### src/rtl/inst_fifo.sv
// First-word-fall-through instruction FIFO feeding decode_block, with sticky overflow/underflow flags.
// Optional almost_full output is enabled by defining INST_FIFO_ALMOST_FULL_EN.
module inst_fifo #(
    parameter int DATA_W    = 82,
    parameter int DEPTH     = 8,
    parameter int AF_MARGIN = 2
) (
    input  logic                       clk,
    input  logic                       rst,
    input  logic                       write_en,
    input  logic [DATA_W-1:0]          write_data,
    input  logic                       read_en,
    output logic [DATA_W-1:0]          fifo_data,
    output logic                       empty,
    output logic                       full,
    output logic [$clog2(DEPTH+1)-1:0] count,
    output logic                       overflow,
    output logic                       underflow,
    input  logic                       clear_err
`ifdef INST_FIFO_ALMOST_FULL_EN
    ,output logic                      almost_full
`endif
);

    localparam int CW = $clog2(DEPTH + 1);
    localparam int PW = $clog2(DEPTH);
    localparam logic [CW-1:0] DEPTH_C = CW'(DEPTH);
    localparam logic [PW-1:0] LAST_P  = PW'(DEPTH - 1);

    if (DEPTH < 2 || AF_MARGIN < 0 || AF_MARGIN > DEPTH) begin : g_param_check
        $error("inst_fifo: illegal DEPTH/AF_MARGIN combination");
    end

    logic [DATA_W-1:0] mem [DEPTH];
    logic [PW-1:0]     wptr_q, wptr_d;
    logic [PW-1:0]     rptr_q, rptr_d;
    logic [CW-1:0]     count_q, count_d;
    logic              overflow_q, overflow_d;
    logic              underflow_q, underflow_d;
    logic              push, pop;

    assign empty = (count_q == '0);
    assign full  = (count_q == DEPTH_C);

    // A push into a full FIFO is still legal when the head leaves on the same edge.
    assign push = write_en && (!full || read_en);
    assign pop  = read_en && !empty;

    // NOTE: every always_comb output gets a default first, so no path can infer a latch.
    always_comb begin
        wptr_d      = wptr_q;
        rptr_d      = rptr_q;
        count_d     = count_q;
        overflow_d  = clear_err ? 1'b0 : overflow_q;
        underflow_d = clear_err ? 1'b0 : underflow_q;

        if (push) wptr_d = (wptr_q == LAST_P) ? '0 : wptr_q + 1'b1;
        if (pop)  rptr_d = (rptr_q == LAST_P) ? '0 : rptr_q + 1'b1;

        case ({push, pop})
            2'b10:   count_d = count_q + 1'b1;
            2'b01:   count_d = count_q - 1'b1;
            default: count_d = count_q;
        endcase

        // A fresh error in the same cycle as clear_err wins.
        if (write_en && full && !read_en) overflow_d  = 1'b1;
        if (read_en && empty)             underflow_d = 1'b1;
    end

    // NOTE: non-blocking assignments for all sequential state so every register samples pre-edge values.
    always_ff @(posedge clk or posedge rst) begin
        if (rst) begin
            wptr_q      <= '0;
            rptr_q      <= '0;
            count_q     <= '0;
            overflow_q  <= 1'b0;
            underflow_q <= 1'b0;
        end else begin
            wptr_q      <= wptr_d;
            rptr_q      <= rptr_d;
            count_q     <= count_d;
            overflow_q  <= overflow_d;
            underflow_q <= underflow_d;
        end
    end

    // NOTE: storage is deliberately not reset; stale words are masked because fifo_data reads zero while empty.
    always_ff @(posedge clk) begin
        if (push) mem[wptr_q] <= write_data;
    end

    assign fifo_data = empty ? '0 : mem[rptr_q];
    assign count     = count_q;
    assign overflow  = overflow_q;
    assign underflow = underflow_q;

`ifdef INST_FIFO_ALMOST_FULL_EN
    assign almost_full = (count_q >= CW'(DEPTH - AF_MARGIN));
`endif

endmodule

### config.mk
export PLATFORM = sky130hd
export DESIGN_NAME = inst_fifo
export DESIGN_NICKNAME = d
export VERILOG_FILES = /design/src/rtl/inst_fifo.sv
export SDC_FILE = /design/constraint.sdc
export NUM_CORES = 1
export LEC_CHECK = 0
export ABC_AREA = 1
export ABC_CLOCK_PERIOD_IN_PS = 5900
export BUFFER_PORTS_ARGS = -buffer_cell sky130_fd_sc_hd__buf_2
export CORE_MARGIN = 4
export CORE_UTILIZATION = 32
export DETAILED_ROUTE_END_ITERATION = 10
export PLACE_DENSITY = 0.57
export RECOVER_POWER = 50
export SYNTH_ARGS = -nofsm -noshare
export SYNTH_HDL_FRONTEND = slang
export SYNTH_SLANG_ARGS = --single-unit
### constraint.sdc
create_clock -name clk -period 5.9 [get_ports clk]
set_input_delay 0.59 -clock clk [delete_from_list [all_inputs] [get_ports clk]]
set_output_delay 0.59 -clock clk [all_outputs]
set_load 0.02 [all_outputs]
==> results.md <==
- First-pass GRT wire length: 102,000 µm
- Status: finished with violations
- DRT Pass-1 Iters: 5
- GPL Wtd Cong: 0.709
- Final Hold Vio Count: 0
- Setup Viol. Count Final: 0
- Clock Skew: 0.0210 ns
- Vias/cell: 5.02
- H-tree lvl count: 3
- Worst slew pin tran: 2.44 ns
- Tcrit/Tclk final: 83.4%
- Share of cells above drive strength 1: 9.86%
- Gr ovfl total: 0
- Mapped Avg Cell Area: 12.9 µm²
- Largest net degree at the start of global routing: 173
- Sequential fraction of the synthesis area: 76.1%
- Vias in the first global route: 16,600
- CP arrival: 4.33 ns
- Final critical-path required period: 4.92 ns
- Final setup TNS: 0 ns
- Internal: 9990 µW
- Worst Setup End Kind: primary output
- Area of the core: 80,900 µm²
- P&R area growth vs syn: 15.6%
- Clock transition at path regs: 0.06 ns
- Initial antenna violation count: 4
- Syn Inst Count: 2,036
- Starting DRT DRC Count: 1,105
- Final ANT Viol Nets: 0
- Post-Route WL: 67,700 µm
- TritonCTS Buffers: 74
- Clock Path Buffers: 3
- Post-synth EDFFs: 656
- Die area: 86,800 µm²
- Mapped cell area: 26,300 µm²
- Prevailing post-synth register cell: edfxtp_1
- Num ports: 177
- Sequential group share of total power: 38.6%
- Synth warn: 0
- # rows: 104
- DP HPWL: 35,200 µm
- Critical Path Source Type: flip-flop
- FF+latch area: 20,000 µm²
- Sw power: 6220 µW
- Lkg Pwr: 0.0102 µW
- Die H: 295 µm
- Cell accounting for the most synthesized area: edfxtp_1
- Tot Pwr: 16,200 µW
- Relative slew slack: -63.1%
- CP Class: flip-flop to primary output
- Clock root buffer master: clkbuf_16
- Worst EP required: 5.31 ns
- Synth top area cells: edfxtp_1, nor2_1, o21ai_0
- Failing checks: capacitance limit, slew limit
- Synthesized Nets: 2,130
- DR vias: 16,600
- Cell area power density: 534 nW/µm²
- Starting density of the core: 32.5%
- Post-CTS Setup Inserts: 0
- MaxCap Viol Count: 3
- Max Slew Vio Count: 96
- Clock share of power: 26.6%
- Synth cell types: 23
- Multi-input logic area: 5630 µm²
- Sink Count: 668
- Most common cell in the netlist: edfxtp_1
- Sw Ratio: 38.4%
- Max VDD drop: 310 µV
- Port bufs: 176
- Synth top cells by count: edfxtp_1, nor2_1, o21ai_0, nand2_1, o22ai_1
- Global-route usage over all layers: 15.4%
- Nets: 2,277
- Final routed DRC violation total: 0
- Worst-Skew Late Latency: 0.61 ns
- Top-area cell type share of the netlist area: 75.0%
- TritonCTS clock tree: yes
- Width of the die: 295 µm
- Worst-path fanout max: 40
- Combinational share of power: 34.8%
- FF+latch count, synth: 668
- Fmax achieved: 203 MHz
- Min-Delay Path Class: primary input to flip-flop
- Ys async rst share: 1.80%
- Drt wl/cell: 20.6 µm
- RSZ-0062 raised after global routing: no
- Fillers: 7,678
- Final core utilization: 37.5%
==> worst paths after layout <==
| path | startpoint | end | slack, ns | cells after the start |
|---|---|---|---|---|
| max | count[0] | fifo_data[6] | 0.98 | 6 |
| min | clear_err | underflow | 0.19 | 2 |
| max in group asynchronous | rst | rptr_q[1] | 4.94 | 3 |
| min in group asynchronous | rst | overflow | 0.56 | 3 |
| max reg2reg | count[0] | count[2] | 1.60 | 12 |
| min reg2reg | underflow | underflow | 0.55 | 2 |
==> registers in the layout, summed over array words and instances, names as in the netlist <==
signal     flops
count          4
mem          656
overflow       1
rptr_q         3
underflow      1
wptr_q         3
==> cell families after synthesis <==
logic type	synth area share (%)
adder cells (fa/ha/maj)	0.333
buffers and inverters	2.61
AO/OA/AOI/OAI	10.8
XOR/XNOR	0.100
AND/OR/NAND/NOR	10.1
flip-flops	76.1
==> worst max-delay path: stages (launching register included) <==
cell	delay (ns)
dfrtp_1	0.46
nor2_1	0.18
nand3_1	1.68
buf_4	0.93
nand2_1	0.16
nor2_1	0.09
buf_2	0.17
==> what timing repair did <==
action | 4_1_cts | 5_1_grt
hold buffers | 1 | 0
setup endpoints to repair | 0 | 0
gates resized for setup | 0 | 0
hold endpoints to repair | 12 | 0
==> per-stage QoR <==
stage	cell area, µm²	hold WS (ns)	setup slack [ns]	instances
after CTS	30500	0.150	1.26	3291
final	30400	0.195	0.981	3295
after global placement	28200	0.512	1.95	3166
after floorplan	26300	0.455	0.874	2036
after detailed placement	28200	0.540	1.94	3166
after global routing	30400	0.162	0.557	3292
==> area by class of cell <==
| class | instances | share of cell area [%] |
|---|---|---|
| inverter | 18 | 0.251 |
| clock buffer | 92 | 6.39 |
| antenna | 4 | 0.0330 |
| multi-input combinational | 1215 | 18.6 |
| clock inverter | 32 | 0.989 |
| timing repair buffer | 206 | 3.51 |
| sequential | 668 | 65.9 |
| tap | 1060 | 4.37 |
==> power by group through the flow <==
stage	combinational, µW	clock (µW)	sequential (µW)
final	5640	4310	6260
after global routing	6310	4630	6320
after CTS	5820	4440	6260
after detailed placement	5810	0	6350
after global placement	5760	0	6330
after floorplan	3890	0	6200
==> per-layer routing <==
layer  wire [µm]  vias to the layer above  track usage [%]
met1       28600                     8398             19.5
met4        1350                        2             4.32
met2       34500                      389             27.2
met5          12                        -                0
met3        3230                       92             2.80
li1            -                     7675                -
==> placed cells by master (no fill, tap or decap), types with 7 or more instances in the layout <==
cell       netlist  final
buf_2           41     87
buf_4            7     21
clkbuf_1        57    108
clkbuf_16        0     75
clkinv_1         0     12
dfrtp_1         12      9
edfxtp_1       656    656
ha_1             7      7
inv_1           17     16
nand2_1        106    106
nand3_1          7      7
nor2_1         587    581
o211ai_1        82     82
o21ai_0        303    303
o21ai_1         34     34
o22ai_1         83     83
No activity file was read; power rests on OpenSTA's default activity.
